==> src/rtl/rs_syndrome_ctrl.sv <==
`default_nettype none
// ============================================================================
//  Module   : rs_syndrome_ctrl
//  Purpose  : Framed Reed-Solomon syndrome generator. Runs CHECK parallel
//             Horner accumulators (one constant GF multiply each), checks the
//             codeword length and hands the syndrome vector to the
//             key-equation solver through a valid/ack handshake.
//  Revision : 1.0  initial release
// ============================================================================
module rs_syndrome_ctrl #(
  parameter int M         = 8,    // symbol width
  parameter int IRRPOL    = 285,  // field generator polynomial
  parameter int N         = 255,  // codeword length in symbols
  parameter int CHECK     = 32,   // number of syndromes (2t)
  parameter int GEN_START = 0     // power of first generator root
) (
  input  logic               iclk,
  input  logic               ireset_n,
  input  logic               iclkena,
  input  logic               isop,
  input  logic               ieop,
  input  logic               ival,
  input  logic [M-1:0]       idat,
  output logic               ordy,
  output logic               osyn_val,
  output logic [CHECK*M-1:0] osyn,
  output logic               osyn_zero,
  output logic               oerr_len,
  input  logic               iack
);

  localparam int CW = $clog2(N + 1);
  localparam int W  = CHECK * M;

  localparam logic [M-1:0]  c_poly    = IRRPOL[M-1:0];
  localparam int            c_order   = (1 << M) - 1;
  localparam logic [CW-1:0] c_cnt_max = '1;
  localparam logic [CW-1:0] c_len     = CW'(N);

  typedef enum logic [1:0] {
    ST_IDLE = 2'd0,
    ST_ACC  = 2'd1,
    ST_HOLD = 2'd2
  } state_t;

  // GF(2^M) multiply, shift-and-add with reduction by the field polynomial
  function automatic logic [M-1:0] gf_mult(input logic [M-1:0] a, input logic [M-1:0] b);
    logic [M-1:0] p;
    logic [M-1:0] x;
    p = '0;
    x = a;
    for (int i = 0; i < M; i++) begin
      if (b[i]) p = p ^ x;
      x = x[M-1] ? ((x << 1) ^ c_poly) : (x << 1);
    end
    return p;
  endfunction

  // alpha^e, evaluated at elaboration time for the per-syndrome root constants
  function automatic logic [M-1:0] gf_pow(input int e);
    logic [M-1:0] r;
    int           ee;
    ee = e % c_order;
    r  = M'(1);
    for (int i = 0; i < ee; i++) r = gf_mult(r, M'(2));
    return r;
  endfunction

  state_t        state_q, state_d;
  logic [W-1:0]  acc_q, acc_d;
  logic [CW-1:0] cnt_q, cnt_d;
  logic          ovf_q, ovf_d;     // sticky: frame ran past the counter ceiling
  logic [W-1:0]  osyn_q, osyn_d;
  logic          osyn_val_q, osyn_val_d;
  logic          osyn_zero_q, osyn_zero_d;
  logic          oerr_len_q, oerr_len_d;

  logic          w_accept;
  logic          w_start;
  logic          w_step;
  logic          w_leave;
  logic [W-1:0]  w_acc_upd;
  logic [W-1:0]  w_acc_new;
  logic [CW-1:0] w_cnt_new;
  logic          w_ovf_new;

  // ready unless a result is parked and not being acknowledged this cycle
  assign ordy     = (state_q != ST_HOLD) | iack;
  assign w_accept = iclkena & ival & ordy;

  // one Horner step per syndrome: S_j * alpha^(GEN_START+j) + idat
  for (genvar j = 0; j < CHECK; j++) begin : g_syn
    localparam logic [M-1:0] c_root = gf_pow(GEN_START + j);
    assign w_acc_upd[j*M +: M] = gf_mult(acc_q[j*M +: M], c_root) ^ idat;
  end

  // frame sequencing, accumulator and result next-state
  always_comb begin
    state_d     = state_q;
    acc_d       = acc_q;
    cnt_d       = cnt_q;
    ovf_d       = ovf_q;
    osyn_d      = osyn_q;
    osyn_val_d  = osyn_val_q;
    osyn_zero_d = osyn_zero_q;
    oerr_len_d  = oerr_len_q;
    w_start     = 1'b0;
    w_step      = 1'b0;
    w_leave     = 1'b0;

    if (iclkena) begin
      case (state_q)
        ST_IDLE: begin
          w_start = w_accept & isop;
        end
        ST_ACC: begin
          w_start = w_accept & isop;
          w_step  = w_accept & ~isop;
        end
        ST_HOLD: begin
          w_leave = iack;
          w_start = iack & w_accept & isop;
        end
        default: begin
          w_leave = 1'b1;
        end
      endcase
    end

    w_acc_new = w_start ? {CHECK{idat}} : w_acc_upd;
    w_cnt_new = w_start ? CW'(1) : ((cnt_q == c_cnt_max) ? cnt_q : cnt_q + CW'(1));
    w_ovf_new = w_start ? 1'b0 : (ovf_q | (cnt_q == c_cnt_max));

    if (w_leave) begin
      state_d    = ST_IDLE;
      osyn_val_d = 1'b0;
    end

    if (w_start || w_step) begin
      acc_d   = w_acc_new;
      cnt_d   = w_cnt_new;
      ovf_d   = w_ovf_new;
      state_d = ieop ? ST_HOLD : ST_ACC;
      if (ieop) begin
        osyn_d      = w_acc_new;
        osyn_zero_d = ~|w_acc_new;
        oerr_len_d  = (w_cnt_new != c_len) | w_ovf_new;
        osyn_val_d  = 1'b1;
      end
    end
  end

  // state and result registers, asynchronously cleared
  always_ff @(posedge iclk or negedge ireset_n) begin
    if (!ireset_n) begin
      state_q     <= ST_IDLE;
      acc_q       <= '0;
      cnt_q       <= '0;
      ovf_q       <= 1'b0;
      osyn_q      <= '0;
      osyn_val_q  <= 1'b0;
      osyn_zero_q <= 1'b0;
      oerr_len_q  <= 1'b0;
    end else begin
      state_q     <= state_d;
      acc_q       <= acc_d;
      cnt_q       <= cnt_d;
      ovf_q       <= ovf_d;
      osyn_q      <= osyn_d;
      osyn_val_q  <= osyn_val_d;
      osyn_zero_q <= osyn_zero_d;
      oerr_len_q  <= oerr_len_d;
    end
  end

  assign osyn      = osyn_q;
  assign osyn_val  = osyn_val_q;
  assign osyn_zero = osyn_zero_q;
  assign oerr_len  = oerr_len_q;

endmodule
`default_nettype wire

==> config.mk <==
export PLATFORM = sky130hd
export DESIGN_NAME = rs_syndrome_ctrl
export DESIGN_NICKNAME = d
export VERILOG_FILES = /design/src/rtl/rs_syndrome_ctrl.sv
export SDC_FILE = /design/constraint.sdc
export NUM_CORES = 1
export LEC_CHECK = 0
export BUFFER_PORTS_ARGS = -buffer_cell sky130_fd_sc_hd__buf_2
export CAP_MARGIN = 20
export CORE_MARGIN = 5
export CORE_UTILIZATION = 40
export DETAILED_ROUTE_END_ITERATION = 10
export PLACE_DENSITY_LB_ADDON = 0.1
export SKIP_LAST_GASP = 1
export SYNTH_ARGS = -nofsm -noshare
export SYNTH_HDL_FRONTEND = slang
export SYNTH_SLANG_ARGS = --single-unit
==> constraint.sdc <==
create_clock -name iclk -period 4.1 [get_ports iclk]
set_clock_uncertainty 0.15 [all_clocks]
set_input_delay 0.205 -clock iclk [delete_from_list [all_inputs] [get_ports iclk]]
set_output_delay 0.205 -clock iclk [all_outputs]
set_load 0.01 [all_outputs]
== Yosys cells after proc, flatten, opt, wreduce, memory -nomap -nowiden ==
Cells that the tools add are included.

* Flip-flop bits (word level): 526
* Input port bits: 15
* Output and inout port bits: 260
* Logic and storage cells: 455

* Equality and inequality tests: 5
* Bitwise logic cells: 259
* Muxes and demuxes: 175
* Add/subtract/negate cells: 1
* Reduce and logical (&&, ||, !) cells: 7

{| class="wikitable"
|+ Operators with widths
! kind !! number
|-
| 5-bit two-way mux || 159
|-
| 8-bit bitwise XOR || 90
|-
| 4-bit inverter || 159
|-
| 256-bit two-way mux || 1
|-
| 256-bit OR reduction || 1
|-
| 8-bit two-way mux || 2
|-
| 8-bit by 1-bit adder with 8-bit output (second input constant) || 1
|-
| 8-bit equality test (second input constant) || 1
|-
| 1-bit two-way mux || 8
|-
| 8-bit inequality test (second input constant) || 1
|-
| 1-bit bitwise AND || 6
|-
| 2-bit two-way mux || 3
|-
| 1-bit one-hot mux with 2 select lines || 2
|-
| 1-bit OR || 3
|-
| 2-bit by 1-bit equality test with 1-bit output (second input constant) || 1
|-
| 2-bit equality test (second input constant) || 1
|-
| 2-bit zero test || 1
|-
| 2-bit inequality test (second input constant) || 1
|-
| 2-bit AND reduction || 1
|-
| 2-bit nonzero test || 1
|-
| 2-bit OR reduction || 1
|-
| 1-bit zero test || 1
|-
| 1-bit logical OR || 1
|-
| 1-bit inverter || 1
|}

== Depth between registers and ports, before layout ==
Gate-level depths: netlist of run 1.

* Depth in word-level cells: 19
* Mapped depth: 13
* Depth with buffers taken out: 9

== Worst setup path before layout of run 1 ==
Ideal clock, no wire load.

* Kind: register -> register
* From: reg acc_q[97]
* To: reg osyn_zero_q (netlist: osyn_zero)
* Clock period less this slack: 2.693 ns
* Arrival: 2.447 ns
* Data required time: 3.855 ns
* Setup slack: 1.407 ns
* Buffers on the path: 0
* Cell stages (with the launch flop): 10
* Cells stage by stage: dfrtp_1 -> xor2_2 -> xor2_1 -> or3_1 -> a21oi_1 -> o22ai_1 -> or4_1 -> nor4_1 -> nand4_1 -> o31ai_1

* Cells in the longest elaborated chain, start to end: 13
* Elaborated cells between the ends (all ways): 15

{| class="wikitable"
|+ RTL lines
! element !! line !! source
|-
| from (decl) || 70 || <nowiki>logic [W-1:0] acc_q, acc_d;</nowiki>
|-
| from (signal assigned) || 157 || <nowiki>acc_q <= '0;</nowiki>
|-
| from (signal assigned) || 166 || <nowiki>acc_q <= acc_d;</nowiki>
|-
| 4-bit inverter (no source line) || - ||
|-
| 5-bit two-way mux || 54 || <nowiki>x = x[M-1] ? ((x << 1) ^ c_poly) : (x << 1);</nowiki>
|-
| 4-bit inverter (no source line) || - ||
|-
| 5-bit two-way mux || 54 ||
|-
| 4-bit inverter (no source line) || - ||
|-
| 5-bit two-way mux || 54 ||
|-
| 8-bit bitwise XOR (2 in a row) || 53 || <nowiki>if (b[i]) p = p ^ x;</nowiki>
|-
| 8-bit bitwise XOR (*) || 53 ||
|-
| 8-bit bitwise XOR (*) || 94 || <nowiki>assign w_acc_upd[j*M +: M] = gf_mult(acc_q[j*M +: M], c_root) ^ idat;</nowiki>
|-
| 256-bit two-way mux (*) || 130 || <nowiki>w_acc_new = w_start ? {CHECK{idat}} : w_acc_upd;</nowiki>
|-
| 256-bit OR reduction (*) || 146 || <nowiki>osyn_zero_d = ~|w_acc_new;</nowiki>
|-
| 1-bit zero test (*) || 146 ||
|-
| to (signal assigned) || 171 || <nowiki>osyn_zero_q <= osyn_zero_d;</nowiki>
|-
| to (decl) || 75 || <nowiki>logic osyn_zero_q, osyn_zero_d;</nowiki>
|}

Mark *: on every way between the ends. The rest lies on a longest branch, timed or not.
A chain may end at the register's enable or synchronous reset.

== Worst setup path after layout of run 1 ==
* From: reg state_q[0]
* To: reg osyn_zero_q (netlist: osyn_zero)

* Cells in the longest elaborated chain, start to end: 10
* Elaborated cells between the ends (all ways): 20

{| class="wikitable"
|+ RTL lines
! element !! line !! source
|-
| from (decl) || 69 || <nowiki>state_t state_q, state_d;</nowiki>
|-
| from (signal assigned) || 165 || <nowiki>state_q <= state_d;</nowiki>
|-
| 2-bit inequality test || 88 || <nowiki>assign ordy = (state_q != ST_HOLD) | iack;</nowiki>
|-
| 1-bit OR || 88 ||
|-
| 1-bit bitwise AND || 89 || <nowiki>assign w_accept = iclkena & ival & ordy;</nowiki>
|-
| 1-bit bitwise AND (2 in a row) || 122 || <nowiki>w_start = iack & w_accept & isop;</nowiki>
|-
| 1-bit one-hot mux with 2 select lines || 112 || <nowiki>case (state_q)</nowiki>
|-
| 1-bit two-way mux || 111 || <nowiki>if (iclkena) begin</nowiki>
|-
| 256-bit two-way mux || 130 ||
|-
| 256-bit OR reduction || 146 ||
|-
| 1-bit zero test || 146 ||
|}

Several ways; a longest one is shown, not always the timed one.

==> results.md, run 1 <==
* Status: complete, no violations
* ANT nets after route at 0
* Number of global-route vias before repair at 25182
* FF/Latch Area at roughly 0.013 mm²
* Post-synth top area share at 0.430
* Syn_nets at 3592
* Drt pass-1 iters at 6
* Final Cycle Share at 0.942
* Worst reg2reg path startpoint: state_q[0]$_DFFE_PN0P_
* Crit Path Category: reg -> reg
* Starting DRT DRC Count at 2342
* Max Fclk at approximately 260 MHz
* Synth cell types at 66
* Die area at 0.0822 mm²
* Die height at about 290 µm
* Mapped cell area at 0.0306 mm²
* Layout filler cell count at 7446
* Worst Reg2Reg Path Length in Cells at 9
* TritonCTS Sinks at 526
* Largest net degree at the start of global routing at 179
* Worst-Margin Slew at 1.10 ns
* Clk Latency, worst-skew pair at approximately 0.64 ns
* Post-Route WL at around 110000 µm
* # nets final at 3803
* Synth Warn # at 0
* CTS root buf: clkbuf_16
* Antenna diodes at 0
* CP required at roughly 4.5 ns
* Area of the multi-input gates at 0.0162 mm²
* Final RePlAce weighted congestion at 0.916
* Floorplan row count at slightly above 100
* Max-slew violation count at 0
* Final hold vios at 0
* DR WL/cell at 22.7 µm
* Synth top area cells: dfrtp_1 43%, xnor2_1 16%, a21oi_1 5.9%
* DP HPWL at ~79000 µm
* RSZ-0062 raised after global routing: no
* Crit path time final at 3.86 ns
* Post-synth top flop: dfrtp_1
* Crit end category: register
* Sequential-to-total area share from yosys stat at 0.430
* Largest area contributor in the netlist: dfrtp_1
* Initial antenna violation count at 2
* IO buf count at 274
* Min-Delay Path Class: in -> async
* Layout cells sized above 1 at 0.144
* Area Overhead vs Synth at 16.9%
* Post-synthesis async set-or-reset flop share at 1.00
* Crit-path max FO at 45
* # Max-Cap Violations at 0
* Starting Density at 0.403
* Average size of a mapped cell at 8.56 µm²
* Synth Register Bits at approximately 530
* First-pass GRT wire length at around 170000 µm
* Bufs on Longest Clock Path at 3
* Worst r2r dst: osyn_zero$_DFFE_PN0P_
* Via density at 5.41
* CTS buffer count at 59
* R2r setup slk at approximately 0.24 ns
* WP data arrival at 4.26 ns
* DRC viols at 0
* Finish-stage setup viols at 0
* Post-Syn Instances at 3576
* H-tree depth at 2
* Die width at ~290 µm
* GRT Total Usage at 0.263
* Clock-pin slew on the worst setup and hold paths at 0.07 ns
* Post-synth EDFFs at 0
* Io pins at 275
* Critical Path Start Type: register
* Setup TNS at 0 ns
* CTS tree: done
* Detailed-route via count at 26327
* Rel. slew slack at 0.260
* Core Region at 0.0759 mm²
* Gr ovfl total at 0
* Resized Gates After CTS at 0
-- final cells by class --
| cell class | count | share of cell area |
|---|---|---|
| Tap cell | 1030 | 0.0360 |
| Sequential cell | 526 | 0.368 |
| Timing Repair Buffer | 447 | 0.0832 |
| Multi-Input combinational cell | 2732 | 0.452 |
| Inverter | 21 | 0.00220 |
| Clock inverter | 26 | 0.0108 |
| Clock buffer | 85 | 0.0485 |
-- critical path, stage by stage (launching register included) --
cell      delay, ns
dfrtp_1        0.42
nand2b_4       0.18
a21oi_4        0.57
buf_12         0.33
nor2_1         0.10
xnor2_1        0.66
nand4_1        0.38
nor4_1         0.56
nand4b_1       0.16
o31ai_1        0.22
-- cell usage in the layout (no fill, tap or decap), drive strengths merged, types with 27 or more instances in the layout --
master	synthesis	layout
xnor2	550	550
dfrtp	526	526
nor2	481	481
buf	121	435
nand2	389	389
a21oi	364	364
o21ai	346	346
xor2	150	150
clkbuf	176	85
o22ai	77	77
nor3	45	45
nand4	42	42
nand3	36	36
o32ai	27	27
-- through the flow --
stage | cell area, µm² | utilization | worst slack [ns] | hold slack [ns] | cells
after floorplan | 30600 | - | 1.41 | -0.241 | 3576
after global placement | 33600 | 0.442 | 0.275 | 0.130 | 4744
after detailed placement | 33600 | 0.442 | 0.245 | 0.124 | 4744
after CTS | 35800 | 0.471 | 0.218 | 0.0229 | 4867
after global routing | 35800 | 0.471 | 0.148 | 0.0763 | 4867
final | 35800 | 0.471 | 0.236 | 0.0396 | 4867
-- synthesized netlist by cell type, drive strengths merged, types with 11 or more instances --
library cell	count
xnor2	550
dfrtp	526
nor2	481
nand2	389
a21oi	364
o21ai	346
clkbuf	176
xor2	150
buf	121
o22ai	77
nor3	45
nand4	42
nand3	36
o32ai	27
a22oi	25
a31oi	25
nand2b	20
inv	19
and2	12
nor3b	11
-- what timing repair did --
action / 4_1_cts / 5_1_grt
hold buffers: 12 / 0
hold endpoints to repair: 164 / 0
setup buffers: 0 / 0
-- kinds of logic (layout without fill, tap and decap cells) --
| logic type | count (synthesis) | count (layout) | share of synthesized area |
|---|---|---|---|
| xor gates and xnor gates | 703 | 703 | 0.203 |
| adders and majority gates | 1 | 1 | 0.000408 |
| DFF | 526 | 526 | 0.430 |
| AOI/OAI and AO/OA | 917 | 917 | 0.166 |
| and+or+nand+nor | 1102 | 1102 | 0.154 |
| buffers and inverters | 318 | 579 | 0.0433 |
| muxes | 9 | 9 | 0.00302 |
-- state kept, by name, indices dropped and copies added (netlist names) --
name	flops
cnt_q	8
osyn_zero	1
state_q	2
osyn	256
acc_q	256
osyn_val	1
ovf_q	1
oerr_len	1
-- worst max path at each step --
| stage | start | endpoint | slack, ns | cells past startpoint |
|---|---|---|---|---|
| 2_1_floorplan | acc_q[97]$_DFFE_PN0N_ | osyn_zero$_DFFE_PN0P_ | 1.41 | 9 |
| 3_3_place_gp | state_q[0]$_DFFE_PN0P_ | osyn_zero$_DFFE_PN0P_ | 0.27 | 9 |
| 3_5_place_dp | state_q[0]$_DFFE_PN0P_ | osyn_zero$_DFFE_PN0P_ | 0.24 | 9 |
| 4_1_cts | state_q[0]$_DFFE_PN0P_ | osyn_zero$_DFFE_PN0P_ | 0.22 | 9 |
| 5_1_grt | state_q[0]$_DFFE_PN0P_ | osyn_zero$_DFFE_PN0P_ | 0.15 | 11 |
| 6_report | state_q[0]$_DFFE_PN0P_ | osyn_zero$_DFFE_PN0P_ | 0.24 | 9 |
-- layer usage --
| metal | GRT usage | wire (µm) | up-vias | part of all wire |
|---|---|---|---|---|
| met1 | 0.371 | 48900 | 12774 | 0.44 |
| met2 | 0.426 | 51300 | 893 | 0.46 |
| met4 | 0.0687 | 3060 | 4 | 0.028 |
| li1 | - | - | 12501 | - |
| met5 | 0 | 27 | - | 0.00024 |
| met3 | 0.0370 | 7180 | 155 | 0.065 |
Power of run 1 is left out: the tool's default activity adds up to more than one toggle a clock period on the data nets, which glitch-free logic cannot reach.
==> inputs of run 2 (changes only) <==
Settings changed: CAP_MARGIN 20 to not set, CORE_UTILIZATION 40 to 42.
==> run 2 against run 1 <==
  * First-iteration DRC count rose by 1.6%
  * Largest cell class unchanged
  * Flip-flop and latch count did not move
  * Non-clock buffer count rose by 2
  * Worst setup slack improved by 0.080 ns
  * Critical endpoint unchanged
  * Utilization rose by 2.0 points
  * Clock-buffer cell count did not move
  * Wire length fell by 0.48%
  * Via count rose by 0.55%
  * Maximum frequency rose by 2.1%
==> results.md, run 2 (synthesis gave the netlist of run 1 again) <==
* CTS buffer count at 59
* CP endpoint: osyn_zero$_DFFE_PN0P_
* Floorplan row count at 99
* Number of global-route vias before repair at ~25000
* First-pass GRT wire length at about 170000 µm
* Worst reg2reg path startpoint: state_q[0]$_DFFE_PN0P_
* Final hold vios at 0
* Die height at 280 µm
* Worst r2r dst: osyn_zero$_DFFE_PN0P_
* Crit end category: register
* Min-Delay Path Class: in -> reg
* CTS root buf: clkbuf_16
* Gr ovfl total at 0
* Rel. slew slack at 0.272
* Clock-pin slew on the worst setup and hold paths at ~0.06 ns
* Most common cell after layout, fill and taps aside: xnor2_1
* WP data arrival at roughly 4.2 ns
* Final RePlAce weighted congestion at between 0.9 and 1
* Drt pass-1 iters at 6
* Crit-path max FO at 51
* # Max-Cap Violations at 0
* CP max stage cell: xnor2_1
* Via density at 5.52
* Initial antenna violation count at 2
* CP Cell Sequence: nand2b_4 > a21oi_4 > buf_12 > buf_12 > nor2_1 > xnor2_1 > and4_1 > nand4_1 > nor4_1 > nand4_1 > o31ai_1
* TritonCTS Sinks at 526
* Io pins at 275
* Die area at 0.0784 mm²
* Layout cells sized above 1 at 0.145
* CTS tree: done
* Die width at 280 µm
* Largest net degree at the start of global routing at 191
* Clk Latency, worst-skew pair at 0.64 ns
* Max Fclk at 264 MHz
* R2r setup slk at 0.32 ns
* ANT nets after route at 0
* DRC viols at 0
* Worst-Margin Slew at 1.08 ns
* CP required at 4.49 ns
* RSZ-0062 raised after global routing: no
* CP peak stage delay at 0.53 ns
* Worst Reg2Reg Path Length in Cells at 11
* Max-slew violation count at 0
* Area Overhead vs Synth at 16.5%
* DR WL/cell at between 20 and 25 µm
* Crit Path Category: reg -> reg
* Critical Path Start Type: register
* GRT Total Usage at 0.273
* Setup TNS at 0 ns
* Finish-stage setup viols at 0
* Layout filler cell count at 7165
* Core Region at 0.0726 mm²
* # nets final at 3805
* Detailed-route via count at 26473
* Starting DRT DRC Count at 2379
* Crit. Startpoint: state_q[0]$_DFFE_PN0P_
* Post-Route WL at 110000 µm
* Starting Density at 0.422
* Bufs on Longest Clock Path at 3
* H-tree depth at 2
* DP HPWL at 78200 µm
* Status: complete, no violations
* Crit path time final at approximately 3.8 ns
* Most frequent cells in the layout: 548 x xnor2_1, 526 x dfrtp_1, 481 x nor2_1
* IO buf count at 274
* Final Cycle Share at 0.923
* Antenna diodes at 0
run 2: worst max-delay path: cells and delay by family (launching register included):
family / cells / cell delay, ns
AOI/OAI and AO/OA: 2 / 0.70
xor gates and xnor gates: 1 / 0.53
buffers and inverters: 2 / 0.52
DFF: 1 / 0.43
and+or+nand+nor: 6 / 1.32
run 2: worst min-delay path by stage:
stage / from / to / slack, ns / cells after the start
after global routing: idat[0] / acc_q[48]$_DFFE_PN0N_ / 0.009 / 4
after CTS: idat[0] / acc_q[48]$_DFFE_PN0N_ / 0.001 / 4
after global placement: ireset_n / osyn[34]$_DFFE_PN0P_ / 0.12 / 1
after floorplan: ireset_n / acc_q[0]$_DFFE_PN0N_ / -0.24 / 0
after detailed placement: ireset_n / osyn[34]$_DFFE_PN0P_ / 0.11 / 1
final: ival / acc_q[206]$_DFFE_PN0N_ / 0.02 / 4
run 2: metal layers:
metal,part of all wire,track usage
met1,0.45,0.392
met2,0.46,0.434
met3,0.061,0.0372
met4,0.033,0.0834
met5,0.00015,0
run 2: final cells by class:
cell class	count	area, µm²	area share
Clock inverter	24	244	0.00684
Tap cell	959	1200	0.0336
Clock buffer	85	1760	0.0494
Timing Repair Buffer	449	3060	0.0858
Multi-Input combinational cell	2732	16200	0.453
Sequential cell	526	13200	0.369
Inverter	21	78.8	0.00221
run 2: what timing repair did:
action,4_1_cts,5_1_grt
resized for setup,0,0
buffers inserted,0,0
hold endpoints to repair,124,0
hold buffers,10,0
run 2: per-stage QoR:
step	hold slack, ns	worst slack, ns	cell area (µm²)	cells	util
CTS	0.00140	0.322	35700	4796	0.492
detailed placement	0.112	0.361	33600	4677	0.462
global placement	0.123	0.316	33600	4677	0.462
finish	0.0210	0.316	35700	4796	0.492
global route	0.00880	0.167	35700	4796	0.492
floorplan	-0.241	1.41	30600	3576	-
Power of run 2 is left out for the same reason.
==> inputs of run 3 (changes only) <==
Settings changed: ABC_AREA set to 1.
==> run 3 against run 2 <==
  * Critical path depth is 9 higher
  * Global-route usage is 0.17 points lower
  * Critical path type unchanged
  * Non-clock buffer count is 96 lower
  * Register-to-register slack better by 0.39 ns
  * Synthesized cell count is 63% higher
  * Wire length is 15% higher
  * Maximum frequency is 12% higher
  * Highest routed layer unchanged
==> results.md, run 3 <==
* Average size of a mapped cell at 6.14 µm²
* CP dominant cell by count: nand2_1
* Post-Route WL at 126000 µm
* CTS root buf: clkbuf_16
* Setup TNS at 0 ns
* TritonCTS Sinks at 526
* Clock-pin slew on the worst setup and hold paths at ~0.060 ns
* Post-synth EDFFs at 0
* Syn_nets at slightly below 6000
* Synth cell types at 33
* Die width at 302 µm
* RSZ-0062 raised after global routing: no
* Die area at 0.0914 mm²
* Post-CTS Setup Bufs at 0
* Detailed-route via count at 37109
* Largest net degree at the start of global routing at 169
* Crit path time final at 3.39 ns
* Post-synthesis async set-or-reset flop share at 1.00
* H-tree depth at 3
* ANT nets after route at 0
* Rel. slew slack at 0.296
* IO buf count at ~270
* Worst-Margin Slew at 1.05 ns
* Floorplan row count at 107
* Most common cell after layout, fill and taps aside: nand2_1
* Sequential share of power at 0.235
* Switching power total at 23300 µW
* Clk Latency, worst-skew pair at 0.62 ns
* WP data arrival at approximately 3.8 ns
* Area Overhead vs Synth at 13.4%
* Final RePlAce weighted congestion at 0.922
* Synth top area cells: dfrtp_1 37%, nand2_1 33%, nand3_1 6.9%
* Power Total at between 40000 and 50000 µW
* Max Fclk at 295 MHz
* # Max-Cap Violations at 0
* Largest area contributor in the netlist: dfrtp_1
* Initial antenna violation count at 3
* Final Cycle Share at 0.828
* DR WL/cell at 17.6 µm
* Commonest cells in the netlist: 3122 x nand2_1, 526 x dfrtp_1, 492 x nand3_1
* DRC viols at 0
* Starting Density at 0.422
* Layout cells sized above 1 at 0.0818
* CP peak stage delay at about 0.4 ns
* Post-synth top flop: dfrtp_1
* Number of global-route vias before repair at 34020
* Finish-stage setup viols at 0
* Post-synth top area share at 0.367
* Most frequent cells in the layout: 3122 x nand2_1, 526 x dfrtp_1, 492 x nand3_1
* Most common cell in the netlist: nand2_1
* First-pass GRT wire length at 196000 µm
* Die height at 302 µm
* Core Region at 0.0850 mm²
* GRT Total Usage at 0.271
* Critical Path Start Type: register
* Comb pwr share at 0.620
* Status: complete, no violations
* Clock network fraction of design power at 0.146
* Int Pwr at 20400 µW
* Sequential-to-total area share from yosys stat at 0.367
* Synth Register Bits at 526
* Sw Share at 0.533
* Power density cells at 1070 mW/mm²
* CP required at 4.50 ns
* Io pins at about 280
* Max-slew violation count at 0
* Final hold vios at 0
* Crit-path max FO at 10
* CTS buffer count at 66
* Post-Syn Instances at 5840
* Worst path bufs/invs at 3
* DP HPWL at 88400 µm
* CTS tree: done
* Starting DRT DRC Count at 2917
* Crit end category: register
* Gr ovfl total at 0
* Antenna diodes at 0
* Synth Warn # at 0
* Min-Delay Path Class: in -> reg
* CP max stage cell: nand2_1
* Leakage at 0.0230 µW
* Crit Path Category: reg -> reg
* Hold WS at 0.0692 ns
* Max rail drop VDD at 0.000434 V
* Via density at between 5 and 6
* Mapped cell area at 0.0359 mm²
* Drt pass-1 iters at 6
* Bufs on Longest Clock Path at 3
* # nets final at 5991
* CP Cell Sequence: inv_2 > nand3_2 > nand2_1 > nor2_2 > buf_4 > nand2_1 > o21ai_0 > inv_1 > nand2_1 > nor2_1 > nand2_1 > nor2_1 > nand2_1 > nor2_1 > nand2_1 > nor2_1 > nand2_1 > nor2_1 > nand3_1 > nand2_1
* Crit-path leading delay family: simple AND/OR/NAND/NOR gates
## run 3: cell families (layout without fill, tap and decap cells)
logic type	after synthesis	in the layout	share of synthesized area
simple gates	3931	3931	0.441
buf+inv	715	901	0.0792
flops	526	526	0.367
compound gates	491	491	0.0692
xor+xnor	176	176	0.0430
fa+ha+maj	1	1	0.000349
## run 3: path summary, 6_finish.rpt
check | from | to | cells after the start | slack [ns]
worst max-delay path | state_q[0]$_DFFE_PN0P_ | osyn_zero$_DFFE_PN0P_ | 20 | 0.71
worst min-delay path | idat[4] | osyn[44]$_DFFE_PN0P_ | 6 | 0.07
worst max register to register | state_q[0]$_DFFE_PN0P_ | osyn_zero$_DFFE_PN0P_ | 20 | 0.71
worst min register to register | osyn[116]$_DFFE_PN0P_ | osyn[116]$_DFFE_PN0P_ | 2 | 0.32
max in group asynchronous | ireset_n | state_q[0]$_DFFE_PN0P_ | 4 | 2.65
min in group asynchronous | ireset_n | acc_q[74]$_DFFE_PN0N_ | 2 | 0.08
## run 3: routing by layer
layer / GRT usage / wire (µm) / up-vias
met1: 0.383 / 57900 / 17212
met3: 0.0388 / 8200 / 186
met2: 0.435 / 56300 / 1112
met4: 0.0805 / 3620 / 2
li1: - / - / 18597
met5: 0 / 13 / -
## run 3: what timing repair did
action                                 CTS  global route
endpoints found under the hold margin  112             0
resized for setup                        0             0
hold buffers                             5             0
## run 3: worst register-to-register path: cells and delay by family, from the launching register on
kind	cells	cell delay (ns)
buf+inv	3	0.41
simple gates	16	2.13
flops	1	0.40
compound gates	1	0.25
## run 3: per-stage QoR
step	utilization	instances	cell area (µm²)	worst slack (ns)
after global routing	0.478	7170	40700	0.380
final	0.478	7170	40700	0.706
after detailed placement	0.450	7046	38300	0.706
after global placement	0.450	7046	38300	0.699
after floorplan	-	5840	35900	1.83
after CTS	0.478	7170	40700	0.704
## run 3: final cells by class
| class | count | area (µm²) |
|---|---|---|
| clock inverters | 35 | 468 |
| clock buffers | 84 | 1880 |
| repair buffers | 353 | 2210 |
| well taps | 1144 | 1430 |
| multi-input cells | 4599 | 19900 |
| inverters | 429 | 1630 |
| fillers | 8839 | 44300 |
| flip-flops and latches | 526 | 13200 |
## run 3: power groups by stage
stage	clock [µW]	sequential, µW	combinational, µW
after floorplan	0	9610	19800
after global placement	0	10200	26500
after detailed placement	0	10300	26800
after CTS	6500	10200	27000
after global routing	6730	10600	31100
final	6350	10200	27000
Note: power is estimated with default switching activity, not from simulation.
